<file path="src/rtl/multicycle_control_if.sv">
// Bus between the multicycle controller and its datapath/memory.
// The controller is the master: it samples opcode and mem_ready and
// drives every datapath enable, mux select and the illegal-opcode flag.
interface multicycle_control_if;
  logic [5:0] opcode;
  logic       mem_ready;

  logic       pc_write;
  logic       pc_write_cond;
  logic       i_or_d;
  logic       mem_read;
  logic       mem_write;
  logic       ir_write;
  logic       mem_to_reg;
  logic       reg_dst;
  logic       reg_write;
  logic       alu_src_a;
  logic [1:0] alu_src_b;
  logic [1:0] alu_op;
  logic [1:0] pc_source;
  logic       illegal_op;

  modport master (
    input  opcode, mem_ready,
    output pc_write, pc_write_cond, i_or_d, mem_read, mem_write, ir_write,
           mem_to_reg, reg_dst, reg_write, alu_src_a, alu_src_b, alu_op,
           pc_source, illegal_op
  );

  modport slave (
    output opcode, mem_ready,
    input  pc_write, pc_write_cond, i_or_d, mem_read, mem_write, ir_write,
           mem_to_reg, reg_dst, reg_write, alu_src_a, alu_src_b, alu_op,
           pc_source, illegal_op
  );
endinterface

</file>
<file path="src/rtl/multicycle_control.sv">
// Control FSM for a classic multicycle MIPS-style datapath
// (lw, sw, R-type, beq, j, optionally addi).
// Build option: define ADDI_SUPPORT_EN to add the addi path through
// ADDI_EXEC/ADDI_WB; without it opcode 001000 is reported as illegal.
// All outputs are forced low while rst_n is low, independent of clk,
// so an in-flight memory write is dropped the moment reset asserts.
module multicycle_control #(
  parameter int STATE_W = 4
) (
  input  logic               clk,
  input  logic               rst_n,
  multicycle_control_if.master bus,
  output logic [STATE_W-1:0] state
);

  if (STATE_W < 4) begin : g_bad_state_w
    $error("multicycle_control: STATE_W must be at least 4");
  end

  typedef enum logic [3:0] {
    S_FETCH     = 4'd0,
    S_DECODE    = 4'd1,
    S_MEM_ADDR  = 4'd2,
    S_MEM_READ  = 4'd3,
    S_MEM_WB    = 4'd4,
    S_MEM_WRITE = 4'd5,
    S_EXECUTE   = 4'd6,
    S_ALU_WB    = 4'd7,
    S_BRANCH    = 4'd8,
    S_JUMP      = 4'd9,
    S_ADDI_EXEC = 4'd10,
    S_ADDI_WB   = 4'd11
  } state_t;

  localparam logic [5:0] OP_RTYPE = 6'b000000;
  localparam logic [5:0] OP_LW    = 6'b100011;
  localparam logic [5:0] OP_SW    = 6'b101011;
  localparam logic [5:0] OP_BEQ   = 6'b000100;
  localparam logic [5:0] OP_J     = 6'b000010;
  localparam logic [5:0] OP_ADDI  = 6'b001000;

  state_t state_q;
  state_t state_d;

  logic       pc_write_c;
  logic       pc_write_cond_c;
  logic       i_or_d_c;
  logic       mem_read_c;
  logic       mem_write_c;
  logic       ir_write_c;
  logic       mem_to_reg_c;
  logic       reg_dst_c;
  logic       reg_write_c;
  logic       alu_src_a_c;
  logic [1:0] alu_src_b_c;
  logic [1:0] alu_op_c;
  logic [1:0] pc_source_c;
  logic       illegal_op_c;

  // State register; reset parks the controller in FETCH.
  always_ff @(posedge clk or negedge rst_n) begin
    if (!rst_n) begin
      state_q <= S_FETCH;
    end else begin
      state_q <= state_d;
    end
  end

  // Next-state and per-state control outputs; anything not driven in a state stays 0.
  always_comb begin
    state_d         = S_FETCH;
    pc_write_c      = 1'b0;
    pc_write_cond_c = 1'b0;
    i_or_d_c        = 1'b0;
    mem_read_c      = 1'b0;
    mem_write_c     = 1'b0;
    ir_write_c      = 1'b0;
    mem_to_reg_c    = 1'b0;
    reg_dst_c       = 1'b0;
    reg_write_c     = 1'b0;
    alu_src_a_c     = 1'b0;
    alu_src_b_c     = 2'b00;
    alu_op_c        = 2'b00;
    pc_source_c     = 2'b00;
    illegal_op_c    = 1'b0;

    case (state_q)
      S_FETCH: begin
        mem_read_c  = 1'b1;
        alu_src_b_c = 2'b01;
        ir_write_c  = bus.mem_ready;
        pc_write_c  = bus.mem_ready;
        state_d     = bus.mem_ready ? S_DECODE : S_FETCH;
      end
      S_DECODE: begin
        alu_src_b_c = 2'b11;
        case (bus.opcode)
          OP_RTYPE:      state_d = S_EXECUTE;
          OP_LW, OP_SW:  state_d = S_MEM_ADDR;
          OP_BEQ:        state_d = S_BRANCH;
          OP_J:          state_d = S_JUMP;
`ifdef ADDI_SUPPORT_EN
          OP_ADDI:       state_d = S_ADDI_EXEC;
`endif
          default: begin
            state_d      = S_FETCH;
            illegal_op_c = 1'b1;
          end
        endcase
      end
      S_MEM_ADDR: begin
        alu_src_a_c = 1'b1;
        alu_src_b_c = 2'b10;
        state_d     = (bus.opcode == OP_LW) ? S_MEM_READ : S_MEM_WRITE;
      end
      S_MEM_READ: begin
        mem_read_c = 1'b1;
        i_or_d_c   = 1'b1;
        state_d    = bus.mem_ready ? S_MEM_WB : S_MEM_READ;
      end
      S_MEM_WB: begin
        mem_to_reg_c = 1'b1;
        reg_write_c  = 1'b1;
        state_d      = S_FETCH;
      end
      S_MEM_WRITE: begin
        mem_write_c = 1'b1;
        i_or_d_c    = 1'b1;
        state_d     = bus.mem_ready ? S_FETCH : S_MEM_WRITE;
      end
      S_EXECUTE: begin
        alu_src_a_c = 1'b1;
        alu_op_c    = 2'b10;
        state_d     = S_ALU_WB;
      end
      S_ALU_WB: begin
        reg_dst_c   = 1'b1;
        reg_write_c = 1'b1;
        state_d     = S_FETCH;
      end
      S_BRANCH: begin
        alu_src_a_c     = 1'b1;
        alu_op_c        = 2'b01;
        pc_write_cond_c = 1'b1;
        pc_source_c     = 2'b01;
        state_d         = S_FETCH;
      end
      S_JUMP: begin
        pc_write_c  = 1'b1;
        pc_source_c = 2'b10;
        state_d     = S_FETCH;
      end
`ifdef ADDI_SUPPORT_EN
      S_ADDI_EXEC: begin
        alu_src_a_c = 1'b1;
        alu_src_b_c = 2'b10;
        state_d     = S_ADDI_WB;
      end
      S_ADDI_WB: begin
        reg_write_c = 1'b1;
        state_d     = S_FETCH;
      end
`endif
      default: begin
        state_d = S_FETCH;
      end
    endcase
  end

  // Reset gates every output so nothing reaches the datapath while rst_n is low.
  assign bus.pc_write      = rst_n & pc_write_c;
  assign bus.pc_write_cond = rst_n & pc_write_cond_c;
  assign bus.i_or_d        = rst_n & i_or_d_c;
  assign bus.mem_read      = rst_n & mem_read_c;
  assign bus.mem_write     = rst_n & mem_write_c;
  assign bus.ir_write      = rst_n & ir_write_c;
  assign bus.mem_to_reg    = rst_n & mem_to_reg_c;
  assign bus.reg_dst       = rst_n & reg_dst_c;
  assign bus.reg_write     = rst_n & reg_write_c;
  assign bus.alu_src_a     = rst_n & alu_src_a_c;
  assign bus.alu_src_b     = {2{rst_n}} & alu_src_b_c;
  assign bus.alu_op        = {2{rst_n}} & alu_op_c;
  assign bus.pc_source     = {2{rst_n}} & pc_source_c;
  assign bus.illegal_op    = rst_n & illegal_op_c;

  assign state = STATE_W'(state_q);

endmodule
</file>
<file path="src/flat_wrapper.sv">
// flat-port wrapper written by rule: the top's interface ports become plain ports
module multicycle_control_flat 
#(
  parameter int STATE_W = 4
)
  (clk, rst_n, state, bus_opcode, bus_mem_ready, bus_pc_write, bus_pc_write_cond, bus_i_or_d, bus_mem_read, bus_mem_write, bus_ir_write, bus_mem_to_reg, bus_reg_dst, bus_reg_write, bus_alu_src_a, bus_alu_src_b, bus_alu_op, bus_pc_source, bus_illegal_op);
  multicycle_control_if bus_i ();
  input  logic clk;
  input  logic rst_n;
  output logic [STATE_W-1:0] state;
  input wire logic [$bits(bus_i.opcode)-1:0] bus_opcode;
  input wire logic [$bits(bus_i.mem_ready)-1:0] bus_mem_ready;
  output wire logic [$bits(bus_i.pc_write)-1:0] bus_pc_write;
  output wire logic [$bits(bus_i.pc_write_cond)-1:0] bus_pc_write_cond;
  output wire logic [$bits(bus_i.i_or_d)-1:0] bus_i_or_d;
  output wire logic [$bits(bus_i.mem_read)-1:0] bus_mem_read;
  output wire logic [$bits(bus_i.mem_write)-1:0] bus_mem_write;
  output wire logic [$bits(bus_i.ir_write)-1:0] bus_ir_write;
  output wire logic [$bits(bus_i.mem_to_reg)-1:0] bus_mem_to_reg;
  output wire logic [$bits(bus_i.reg_dst)-1:0] bus_reg_dst;
  output wire logic [$bits(bus_i.reg_write)-1:0] bus_reg_write;
  output wire logic [$bits(bus_i.alu_src_a)-1:0] bus_alu_src_a;
  output wire logic [$bits(bus_i.alu_src_b)-1:0] bus_alu_src_b;
  output wire logic [$bits(bus_i.alu_op)-1:0] bus_alu_op;
  output wire logic [$bits(bus_i.pc_source)-1:0] bus_pc_source;
  output wire logic [$bits(bus_i.illegal_op)-1:0] bus_illegal_op;
  assign bus_i.opcode = bus_opcode;
  assign bus_i.mem_ready = bus_mem_ready;
  assign bus_pc_write = bus_i.pc_write;
  assign bus_pc_write_cond = bus_i.pc_write_cond;
  assign bus_i_or_d = bus_i.i_or_d;
  assign bus_mem_read = bus_i.mem_read;
  assign bus_mem_write = bus_i.mem_write;
  assign bus_ir_write = bus_i.ir_write;
  assign bus_mem_to_reg = bus_i.mem_to_reg;
  assign bus_reg_dst = bus_i.reg_dst;
  assign bus_reg_write = bus_i.reg_write;
  assign bus_alu_src_a = bus_i.alu_src_a;
  assign bus_alu_src_b = bus_i.alu_src_b;
  assign bus_alu_op = bus_i.alu_op;
  assign bus_pc_source = bus_i.pc_source;
  assign bus_illegal_op = bus_i.illegal_op;
  multicycle_control #(.STATE_W(STATE_W)) u_core (.clk(clk), .rst_n(rst_n), .bus(bus_i), .state(state));
endmodule
</file>
<file path="config.mk">
export PLATFORM = sky130hd
export DESIGN_NAME = multicycle_control_flat
export DESIGN_NICKNAME = d
export VERILOG_FILES = /design/src/rtl/multicycle_control_if.sv /design/src/rtl/multicycle_control.sv /design/src/flat_wrapper.sv
export SDC_FILE = /design/constraint.sdc
export NUM_CORES = 1
export LEC_CHECK = 0
export CORE_UTILIZATION = 25
export CTS_CLUSTER_SIZE = 28
export DETAILED_ROUTE_END_ITERATION = 10
export GPL_TIMING_DRIVEN = 0
export HOLD_SLACK_MARGIN = 0.05
export RECOVER_POWER = 100
export SLEW_MARGIN = 10
export SYNTH_ARGS = -nofsm -noshare
export SYNTH_HDL_FRONTEND = slang
export SYNTH_SLANG_ARGS = --single-unit
</file>
<file path="constraint.sdc">
create_clock -name clk -period 2 [get_ports clk]
set_input_delay 0.5 -clock clk [delete_from_list [all_inputs] [get_ports clk]]
set_output_delay 0.5 -clock clk [all_outputs]
set_load 0.03 [all_outputs]
</file>
# [Word-level counts from Yosys, hierarchy flattened]
# Index checks and enable logic that the tools add are counted.
[word_totals] reg_bits=4 elab_cells=57 out_inout_bits=21
[classes] mux=21 bitwise_logic=14 n_reduce_logical=8 n_eq_ne=13
[op_table] op="$pmux 4 s6" n=1
[op_table] op="$eq 4x3->1 const B" n=4
[op_table] op="$pmux 4 s4" n=1
[op_table] op="$eq 6x6->1 const B" n=2
[op_table] op="$mux 1" n=12
[op_table] op="$and 1x1->1" n=11
[op_table] op="$mux 3" n=3
[op_table] op="$eq 4x2->1 const B" n=2
[op_table] op="$eq 4x4->1 const B" n=2
[op_table] op="$pmux 2 s2" n=2
[op_table] op="$reduce_or 2->1" n=4
[op_table] op="$and 2x2->2" n=3
[op_table] op="$eq 6x2->1 const B" n=1
[op_table] op="$eq 6x3->1 const B" n=1
[op_table] op="$logic_not 6->1" n=1
[op_table] op="$pmux 2 s3" n=1
[op_table] op="$reduce_or 5->1" n=1
[op_table] op="$eq 4x1->1 const B" n=1
[op_table] op="$logic_not 4->1" n=1
[op_table] op="$reduce_or 3->1" n=1
[op_table] op="$pmux 1 s2" n=1

# [Logic depth before layout (Yosys ltp)]
# Gate-level depths: netlist of run 1.
[logic_depth] word_depth=5 depth_mapped=4 depth_no_buf=3

# [Worst setup path after synthesis of run 1]
# Ideal clock, no wire load.
[synth_timing] kind="register to output" start="reg u_core.state_q[2], in the netlist u_core.state[2]" end="out bus_pc_source[0]" stages_incl_launch_ff=5 t_arrival_ps=1937 setup_slack_ps=-437 cell_sequence="dfrtp_1 > buf_2 > nand3b_1 > nor3_1 > buf_4"
[synth_via] elab_chain_cells=3 elab_cells_between_ends=4
[synth_lines] item="from (decl)" line_no="multicycle_control.sv:42" text="state_t state_q;"
[synth_lines] item="from (signal assigned)" line_no="multicycle_control.sv:65" text="state_q <= state_d;"
[synth_lines] item="$eq 4x4->1" line_no="multicycle_control.sv:87" text="case (state_q)"
[synth_lines] item="$pmux 2 s2 *" line_no="multicycle_control.sv:87"
[synth_lines] item="$and 2x2->2 *" line_no="multicycle_control.sv:183" text="assign bus.pc_source = {2{rst_n}} & pc_source_c;"
[synth_lines] item="to (decl)" line_no="flat_wrapper.sv:25" text="output wire logic [$bits(bus_i.pc_source)-1:0] bus_pc_source;"
# Every way passes the cells marked *; elsewhere a longest branch is shown, timed or not.

# [Final worst setup path of run 1]
[layout_timing] start="in bus_opcode[5]" end="out bus_illegal_op"
[layout_via] elab_chain_cells=5 elab_cells_between_ends=9
[layout_lines] item="from (decl)" line_no="flat_wrapper.sv:11" text="input wire logic [$bits(bus_i.opcode)-1:0] bus_opcode;"
[layout_lines] item="$eq 6x6->1 (tied with other cells)" line_no="multicycle_control.sv:97" text="case (bus.opcode)"
[layout_lines] item="$reduce_or 5->1 (no source line) *"
[layout_lines] item="$mux 1 *" line_no="multicycle_control.sv:97"
[layout_lines] item="$mux 1 *" line_no="multicycle_control.sv:87"
[layout_lines] item="$and 1x1->1 *" line_no="multicycle_control.sv:184" text="assign bus.illegal_op = rst_n & illegal_op_c;"
[layout_lines] item="to (decl)" line_no="flat_wrapper.sv:26" text="output wire logic [$bits(bus_i.illegal_op)-1:0] bus_illegal_op;"
# Marks and branches as above.

==> results.py, run 1 <==
metrics = {
    "status": {
        "outcome": "complete, but fails checks",
        "violations": "setup timing",
    },
    "routing": {
        "via_count": 679,
        "ant_nets": 0,
        "remaining_drc_errors": 0,
        "drtIter0Drc": 9,
        "drt-total-wl_um": 1650,
        "drtPass1Iterations": 4,
        "viasPerCell": 5.07,
        "post_drt_wl_per_cell_um": 12.3,
    },
    "cells_and_area": {
        "area_growth_pct": 90.6,
        "diodes": 0,
        "layout_common_cells": "13 x buf_4, 9 x nor2_1, 9 x buf_2",
        "finalNetCount": 120,
        "largest_reg_flops": 4,
        "final_common_cell": "buf_4",
        "final_layout_size_suffix_gt1_share_pct": 50.5,
    },
    "clocking": {
        "cts_sinks": 4,
        "cts_root_buffer": "clkbuf_4",
        "clk_pin_slew_ns": 0.04,
        "cts_tree": "yes",
        "clk_latency_ns": 0.24,
        "cts_max_level": 1,
        "cts_made_buffers": 3,
        "cts.path.max_buffers": 2,
    },
    "synth": {
        "synth_cell_types": 33,
        "synth_top_area_share_pct": 20.3,
        "seq_area_frac_synth_pct": 20.3,
        "synth_area_leaders": "dfrtp_1 20%, nor2_1 9.1%, nand2b_1 6.3%",
        "syn_nets": 79,
        "synth.largest_area_cell": "dfrtp_1",
        "synth-seq-cells": 4,
        "postSynthCellCount": 70,
        "synth_enable_flop_cells": 0,
        "synth_area_sq_um": 493,
        "synthFlopType": "dfrtp_1",
        "yosysWarnings": 0,
        "synth_area_per_cell_sq_um": 7.04,
        "ys_async_sr_fraction_pct": 100,
    },
    "global_routing": {
        "grt_pass1_wl_um": 2510,
        "antenna_found_initial": 0,
        "met2_usage_pct": 25.8,
        "grt_max_degree": 12,
        "grt_usage_pct": 16.5,
        "grt_busiest_layer": "met2",
        "grt_pass1_vias": 564,
        "grt_use_met1_pct": 22.8,
        "overflow": 0,
        "use_met3_pct": 4.71,
    },
    "job": {
        "maxCapViolations": 0,
    },
    "timing": {
        "rsz0062_at_grt": "yes",
        "finalWorstSetupSlack_ns": -0.156,
        "hold_ws_ns": 0.104,
        "fmax_ghz": 0.464,
        "slew_violations": 0,
        "layout_worst_path_cycle_share_pct": 108,
        "period_minus_slack_ns": 2.16,
        "fin_worst_skew_ns": 0.00303,
        "setup_viol": 2,
        "worst-slew-pin-transition_ns": 0.402,
        "hold_viol": 0,
        "timing.slew.headroom_pct": 72.5,
    },
    "place": {
        "gp_congestion": 0.769,
        "io_buffer_count": 29,
        "dp_hpwl_um": 1140,
    },
    "worst_setup_path": {
        "critPathArrivalTime_ns": 1.66,
        "required_ns": 1.50,
        "r2r-start": "u_core.state[1]$_DFF_PN0_",
        "cp-start-kind": "input port",
        "end_kind": "output port",
        "critical_path_class": "input port to output port",
        "crit_path_start": "bus_opcode[5]",
        "critPathMaxFanout": 2,
    },
    "power": {
        "total_power_mw": 0.950,
        "leakage_nw": 0.424,
        "powerDensity_mw_per_mm2": 1010,
        "ir_drop_mv": 0.698,
    },
    "floorplanning": {
        "io_pins": 30,
        "die_w_um": 46.4,
        "dieHeight_um": 46.4,
        "std_cell_rows": 15,
        "core_area_sq_mm": 0.00178,
        "die_area_sq_mm": 0.00215,
        "start_util_pct": 27.6,
    },
    "hold_path": {
        "min_path_type": "input port to asynchronous set/reset pin",
    },
}
cell type report:
cell class,count,area (sq um)
Fill cell,190,843
Multi-Input combinational cell,60,438
Timing Repair Buffer,37,305
Sequential cell,4,105
Buffer,4,33.8
Tap cell,25,31.3
Clock buffer,3,22.5
Inverter,1,3.75
power by group:
group / switching [mW] / total (mW) / internal, mW
Combinational: 0.394 / 0.710 / 0.317
Clock: 0.0349 / 0.102 / 0.0673
Sequential: 0.0322 / 0.138 / 0.106
metrics by stage:
| stage | cells | area [sq um] | setup WS [ns] | setup TNS, ns | util (%) |
|---|---|---|---|---|---|
| floorplan | 70 | 541 | -0.0937 | -0.147 | - |
| global placement | 124 | 862 | -1.01 | -14.70 | 48.4 |
| detailed placement | 124 | 862 | -0.974 | -14.33 | 48.4 |
| CTS | 131 | 898 | -0.185 | -0.317 | 50.4 |
| global route | 134 | 940 | -0.174 | -0.305 | 52.7 |
| finish | 134 | 940 | -0.156 | -0.161 | 52.7 |
synth_stat cells (3+ instances only):
library cell / number
nand2_1: 5
nor2b_1: 3
nand2b_1: 5
dfrtp_1: 4
nor2_1: 12
a21oi_1: 3
nor3_1: 5
path summary, 6_finish.rpt:
check                                                 end  slack [ns]  depth (start not counted)
worst min-delay path            u_core.state[3]$_DFF_PN0_        0.10                          1
min in group clk                u_core.state[3]$_DFF_PN0_        0.59                          3
worst max-delay path                       bus_illegal_op       -0.16                          5
max in group asynchronous       u_core.state[1]$_DFF_PN0_        1.70                          1
worst max register to register  u_core.state[2]$_DFF_PN0_        0.62                          3
worst min register to register  u_core.state[0]$_DFF_PN0_        0.60                          1
layer usage:
layer  wire length (um)  share of wire (%)
met1                733                 44
met2                788                 48
met3                109                6.6
met4                 19                1.2
met5                  0                  0
timing repair:
item,in CTS,in global routing
endpoints found under the setup margin,17,14
hold buffers,0,0
gates resized for setup,124,15
pin swaps,4,4
setup buffers,5,3
critical path, cell delays in order:
cell and delay [ns]:
buf_6 0.09, or3_4 0.37, or3_4 0.37, and4_4 0.19, buf_6 0.13
kinds of logic (layout without fill, tap and decap cells):
kind of cell	Yosys count	in the layout	share of synthesized area (%)
buf+inv	6	45	5.84
xor+xnor	2	2	3.55
flops	4	4	20.3
compound gates	12	12	17.3
simple gates	45	45	51.0
mux	1	1	2.03
No activity file was read; power rests on OpenSTA's default activity.
==> inputs of run 2 (changes only) <==
--- a/config.mk
+++ b/config.mk
@@ -11,6 +11,7 @@
 export GPL_TIMING_DRIVEN = 0
 export HOLD_SLACK_MARGIN = 0.05
 export RECOVER_POWER = 100
+export REMOVE_ABC_BUFFERS = 1
 export SLEW_MARGIN = 10
 export SYNTH_ARGS = -nofsm -noshare
 export SYNTH_HDL_FRONTEND = slang
==> run 2 against run 1 <==
Effect of this change:
- the run still ends with setup timing left
- design area down 4.0%
- worst hold slack better by 0.00060 ns
- global-route usage up 0.35 points
- utilization down 2.1 points
- critical path depth unchanged
- via count down 4.1%
- largest power group unchanged
==> results.py, run 2 (synthesis results as in run 1) <==
metrics = {
    "status": {
        "outcome": "complete, but fails checks",
        "violations": "setup timing",
    },
    "cells_and_area": {
        "layout_common_cells": "13 x buf_4, 10 x nor2_1, 9 x buf_2",
        "fillers": 179,
        "diodes": 0,
        "final_cell_count_no_fill": 134,
        "finalNetCount": 120,
        "final_common_cell": "buf_4",
        "area_growth_pct": 83.0,
        "final_util_pct": 50.6,
        "final_layout_size_suffix_gt1_share_pct": 45.9,
        "largest_reg_flops": 4,
    },
    "timing": {
        "timing.slew.headroom_pct": 75.8,
        "fmax_ghz": 0.458,
        "hold_viol": 0,
        "layout_worst_path_cycle_share_pct": 109,
        "fin_worst_skew_ns": 0.00175,
        "slew_violations": 0,
        "tns_ns": -0.185,
        "period_minus_slack_ns": 2.19,
        "rsz0062_at_grt": "yes",
        "finalWorstSetupSlack_ns": -0.185,
        "worst-slew-pin-transition_ns": 0.354,
        "setup_viol": 1,
    },
    "place": {
        "dp_hpwl_um": 1040,
        "gp_congestion": 0.729,
        "dp_slack_ns": -0.994,
        "io_buffer_count": 29,
        "place_inst": 119,
    },
    "clocking": {
        "cts_hold_buf": 0,
        "cts.path.max_buffers": 2,
        "cts_made_buffers": 3,
        "cts_sinks": 4,
        "cts_root_buffer": "clkbuf_4",
        "clk_latency_ns": 0.24,
        "cts_max_level": 1,
        "clk_pin_slew_ns": 0.04,
        "cts_tree": "yes",
    },
    "worst_setup_path": {
        "critPathArrivalTime_ns": 1.69,
        "cp-start-kind": "input port",
        "crit_buf_inv": 2,
        "slowest_delay_ns": 0.37,
        "end_kind": "output port",
        "cp_slowest_cell": "or3_4",
        "worst-r2r-setup-slack_ns": 0.50,
        "critical_path_class": "input port to output port",
        "r2r-end": "u_core.state[2]$_DFF_PN0_",
        "reg2reg_depth": 4,
        "cp_top_family": "simple AND/OR/NAND/NOR gates",
        "critPathMaxFanout": 2,
        "required_ns": 1.50,
        "cp.depth": 5,
        "path_cells": "buf_6 -> or3_4 -> or3_4 -> and4_1 -> buf_6",
        "r2r-start": "u_core.state[1]$_DFF_PN0_",
        "crit_path_start": "bus_opcode[5]",
    },
    "routing": {
        "dr_wl_met3_um": 96,
        "ant_nets": 0,
        "post_drt_wl_per_cell_um": 12.2,
        "wl_met2_um": 778,
        "drtPass1Iterations": 4,
        "drt-total-wl_um": 1640,
        "remaining_drc_errors": 0,
        "top_layer": "met4",
        "wl_met1_um": 752,
        "via_count": 651,
        "viasPerCell": 4.86,
        "drtIter0Drc": 10,
    },
    "global_routing": {
        "grt_max_degree": 12,
        "grt_pass1_vias": 572,
        "overflow": 0,
        "grt_pass1_wl_um": 2570,
        "grt_usage_pct": 16.8,
        "antenna_found_initial": 0,
    },
    "floorplanning": {
        "core_area_sq_mm": 0.00178,
        "dieHeight_um": 46.4,
        "die_area_sq_mm": 0.00215,
        "die_w_um": 46.4,
        "start_util_pct": 27.6,
        "io_pins": 30,
        "std_cell_rows": 15,
    },
    "power": {
        "ir_drop_mv": 0.463,
        "powerDensity_mw_per_mm2": 993,
        "leakage_nw": 0.440,
        "total_power_mw": 0.896,
    },
    "job": {
        "maxCapViolations": 0,
    },
    "hold_path": {
        "min_path_type": "input port to asynchronous set/reset pin",
    },
}
run 2: cell types whose count changed in the layout (fill, tap and decap cells not counted), sizes merged:
| cell | delta |
|---|---|
| clkdlybuf4s15 | +5 |
| dlymetal6s2s | +1 |
| clkdlybuf4s50 | -1 |
| clkbuf | -1 |
| buf | -4 |
run 2: layout make-up:
class / count / area, sq um / share of cell area (%)
inverter: 1 / 3.75 / 0.416
clock buffer: 3 / 22.5 / 2.50
timing repair buffer: 41 / 329 / 36.5
tap: 25 / 31.3 / 3.47
sequential: 4 / 105 / 11.7
multi-input combinational: 60 / 410 / 45.5
run 2: how the worst max path moves through the flow:
| stage | end | slack, ns |
|---|---|---|
| 3_3_place_gp | bus_illegal_op | -0.99 |
| 4_1_cts | bus_illegal_op | -0.21 |
| 5_1_grt | bus_illegal_op | -0.22 |
| 3_5_place_dp | bus_illegal_op | -0.99 |
| 2_1_floorplan | bus_pc_source[0] | -0.63 |
| 6_report | bus_illegal_op | -0.19 |
run 2: repair_timing:
| action | CTS | global route |
|---|---|---|
| cloned | 0 | 0 |
| gates resized for setup | 101 | 15 |
| pin swaps | 2 | 2 |
| endpoints found under the setup margin | 20 | 17 |
| buffers inserted | 9 | 3 |
run 2: metal layers:
layer	up-vias	GRT usage (%)
met1	289	21.8
met2	23	25.0
li1	337	-
met3	2	6.27
met5	-	0
met4	0	6.47
run 2: through the flow:
stage          instance area [sq um]  hold WS [ns]
2_1_floorplan                    468         0.204
3_3_place_gp                     790         0.643
3_5_place_dp                     790         0.634
4_1_cts                          890         0.190
5_1_grt                          902         0.106
6_report                         902         0.105
run 2: report_power, final:
group,internal (mW),total (mW),switching [mW]
Combinational,0.288,0.643,0.355
Sequential,0.106,0.152,0.0461
Clock,0.0672,0.101,0.0341
==> inputs of run 3 (changes only) <==
--- a/config.mk
+++ b/config.mk
@@ -8,6 +8,7 @@
 export CORE_UTILIZATION = 25
 export CTS_CLUSTER_SIZE = 28
 export DETAILED_ROUTE_END_ITERATION = 10
+export GPL_ROUTABILITY_DRIVEN = 0
 export GPL_TIMING_DRIVEN = 0
 export HOLD_SLACK_MARGIN = 0.05
 export RECOVER_POWER = 100
@@ -16,3 +17,4 @@
 export SYNTH_ARGS = -nofsm -noshare
 export SYNTH_HDL_FRONTEND = slang
 export SYNTH_SLANG_ARGS = --single-unit
+export TNS_END_PERCENT = 20
==> run 3 against run 2 <==
Effect of this change:
- the flow still finishes with violations (setup timing)
- fmax about the same
- die area unchanged
- total power decreased by 9.1%
- global-route usage decreased by 0.72 points
- non-clock buffer count decreased by 9
- clock power about the same
- worst hold slack got worse by 0.0055 ns
- routed wire length decreased by 7.4%
- cell count decreased by 6.7%
- design area decreased by 6.8%
- critical path type unchanged
- largest cell class unchanged
==> results.py, run 3 (synthesis results as in run 1) <==
metrics = {
    "global_routing": {
        "antenna_found_initial": 0,
        "overflow": 0,
        "grt_pass1_vias": 525,
        "grt_usage_pct": 16.1,
        "grt_pass1_wl_um": 2470,
        "grt_max_degree": 19,
    },
    "clocking": {
        "cts.path.max_buffers": 2,
        "cts_tree": "yes",
        "clk_latency_ns": 0.24,
        "clk_pin_slew_ns": 0.04,
        "cts_hold_buf": 0,
        "cts_root_buffer": "clkbuf_4",
        "cts_sinks": 4,
        "cts_made_buffers": 3,
        "cts_max_level": 1,
    },
    "cells_and_area": {
        "finalNetCount": 111,
        "largest_reg_flops": 4,
        "final_common_cell": "nor2_1",
        "diodes": 0,
        "area_growth_pct": 70.6,
        "layout_common_cells": "10 x nor2_1, 9 x buf_2, 6 x clkdlybuf4s15_2",
        "final_layout_size_suffix_gt1_share_pct": 40.0,
        "design_area_sq_um": 841,
    },
    "timing": {
        "hold_viol": 0,
        "tns_ns": -0.202,
        "layout_worst_path_cycle_share_pct": 109,
        "worst-slew-pin-transition_ns": 0.362,
        "rsz0062_at_grt": "yes",
        "finalWorstSetupSlack_ns": -0.185,
        "period_minus_slack_ns": 2.19,
        "fmax_ghz": 0.458,
        "setup_viol": 2,
        "slew_violations": 0,
        "timing.slew.headroom_pct": 75.2,
        "fin_worst_skew_ns": 0.000797,
    },
    "worst_setup_path": {
        "slowest_delay_ns": 0.37,
        "critical_path_class": "input port to output port",
        "end_kind": "output port",
        "path_cells": "buf_6 -> or3_4 -> or3_4 -> and4_1 -> buf_6",
        "worst-r2r-setup-slack_ns": 0.48,
        "required_ns": 1.50,
        "reg2reg_depth": 4,
        "r2r-start": "u_core.state[2]$_DFF_PN0_",
        "critPathArrivalTime_ns": 1.69,
        "cp_slowest_cell": "or3_4",
        "cp-start-kind": "input port",
        "r2r-end": "u_core.state[2]$_DFF_PN0_",
        "critPathMaxFanout": 2,
    },
    "routing": {
        "drt-total-wl_um": 1520,
        "dr_wl_met3_um": 91,
        "ant_nets": 0,
        "drtIter0Drc": 9,
        "wl_met2_um": 720,
        "post_drt_wl_per_cell_um": 12.1,
        "wl_met1_um": 703,
        "viasPerCell": 4.92,
        "drtPass1Iterations": 4,
        "via_count": 615,
        "remaining_drc_errors": 0,
        "top_layer": "met3",
    },
    "status": {
        "violations": "setup timing",
        "outcome": "complete, but fails checks",
    },
    "power": {
        "powerDensity_mw_per_mm2": 969,
        "leakage_nw": 0.396,
        "ir_drop_mv": 0.451,
        "total_power_mw": 0.814,
    },
    "floorplanning": {
        "io_pins": 30,
        "std_cell_rows": 15,
        "core_area_sq_mm": 0.00178,
        "die_w_um": 46.4,
        "dieHeight_um": 46.4,
        "die_area_sq_mm": 0.00215,
        "start_util_pct": 27.6,
    },
    "place": {
        "io_buffer_count": 29,
        "dp_hpwl_um": 1040,
        "post_dp_cell_area_sq_um": 790,
    },
    "job": {
        "maxCapViolations": 0,
    },
    "hold_path": {
        "min_path_type": "input port to asynchronous set/reset pin",
    },
}
run 3: metrics by stage:
step | utilization, % | setup WS, ns | std cells | hold WS, ns
2_1_floorplan | - | -0.631 | 65 | 0.204
3_3_place_gp | 44.3 | -0.986 | 119 | 0.643
3_5_place_dp | 44.3 | -0.994 | 119 | 0.634
4_1_cts | 46.5 | -0.207 | 124 | 0.189
5_1_grt | 47.2 | -0.216 | 125 | 0.102
6_report | 47.2 | -0.185 | 125 | 0.0992
run 3: per-layer routing:
metal	GRT usage, %	up-vias
met2	23.9	19
li1	-	316
met4	3.53	0
met3	5.88	0
met1	22.0	280
met5	0	-
run 3: final cells by class:
type / instances / area [sq um]
Timing Repair Buffer: 32 / 273
Multi-Input combinational cell: 60 / 405
Clock buffer: 3 / 22.5
Tap cell: 25 / 31.3
Inverter: 1 / 3.75
Sequential cell: 4 / 105
Fill cell: 188 / 942
run 3: where the power goes:
part	switching (mW)	internal, mW	leakage (nW)
registers	0.0823	0.105	0.0475
clock network	0.0358	0.0673	0.0138
logic	0.299	0.225	0.335
run 3: timing repair:
action,CTS,global route
pin swaps,2,2
buffers inserted,2,1
setup endpoints to repair,20,19
resized for setup,111,11
run 3: how the worst max path moves through the flow:
stage | start | to | cells past startpoint
global placement | bus_opcode[0] | bus_illegal_op | 5
global route | bus_opcode[5] | bus_illegal_op | 5
floorplan | u_core.state[2]$_DFF_PN0_ | bus_pc_source[0] | 2
detailed placement | bus_opcode[0] | bus_illegal_op | 5
finish | bus_opcode[5] | bus_illegal_op | 5
CTS | bus_opcode[5] | bus_illegal_op | 5
run 3: critical path: cells and delay by family:
family                 cells  cell delay, ns
and+or+nand+nor            3            0.95
buffers and inverters      2            0.23
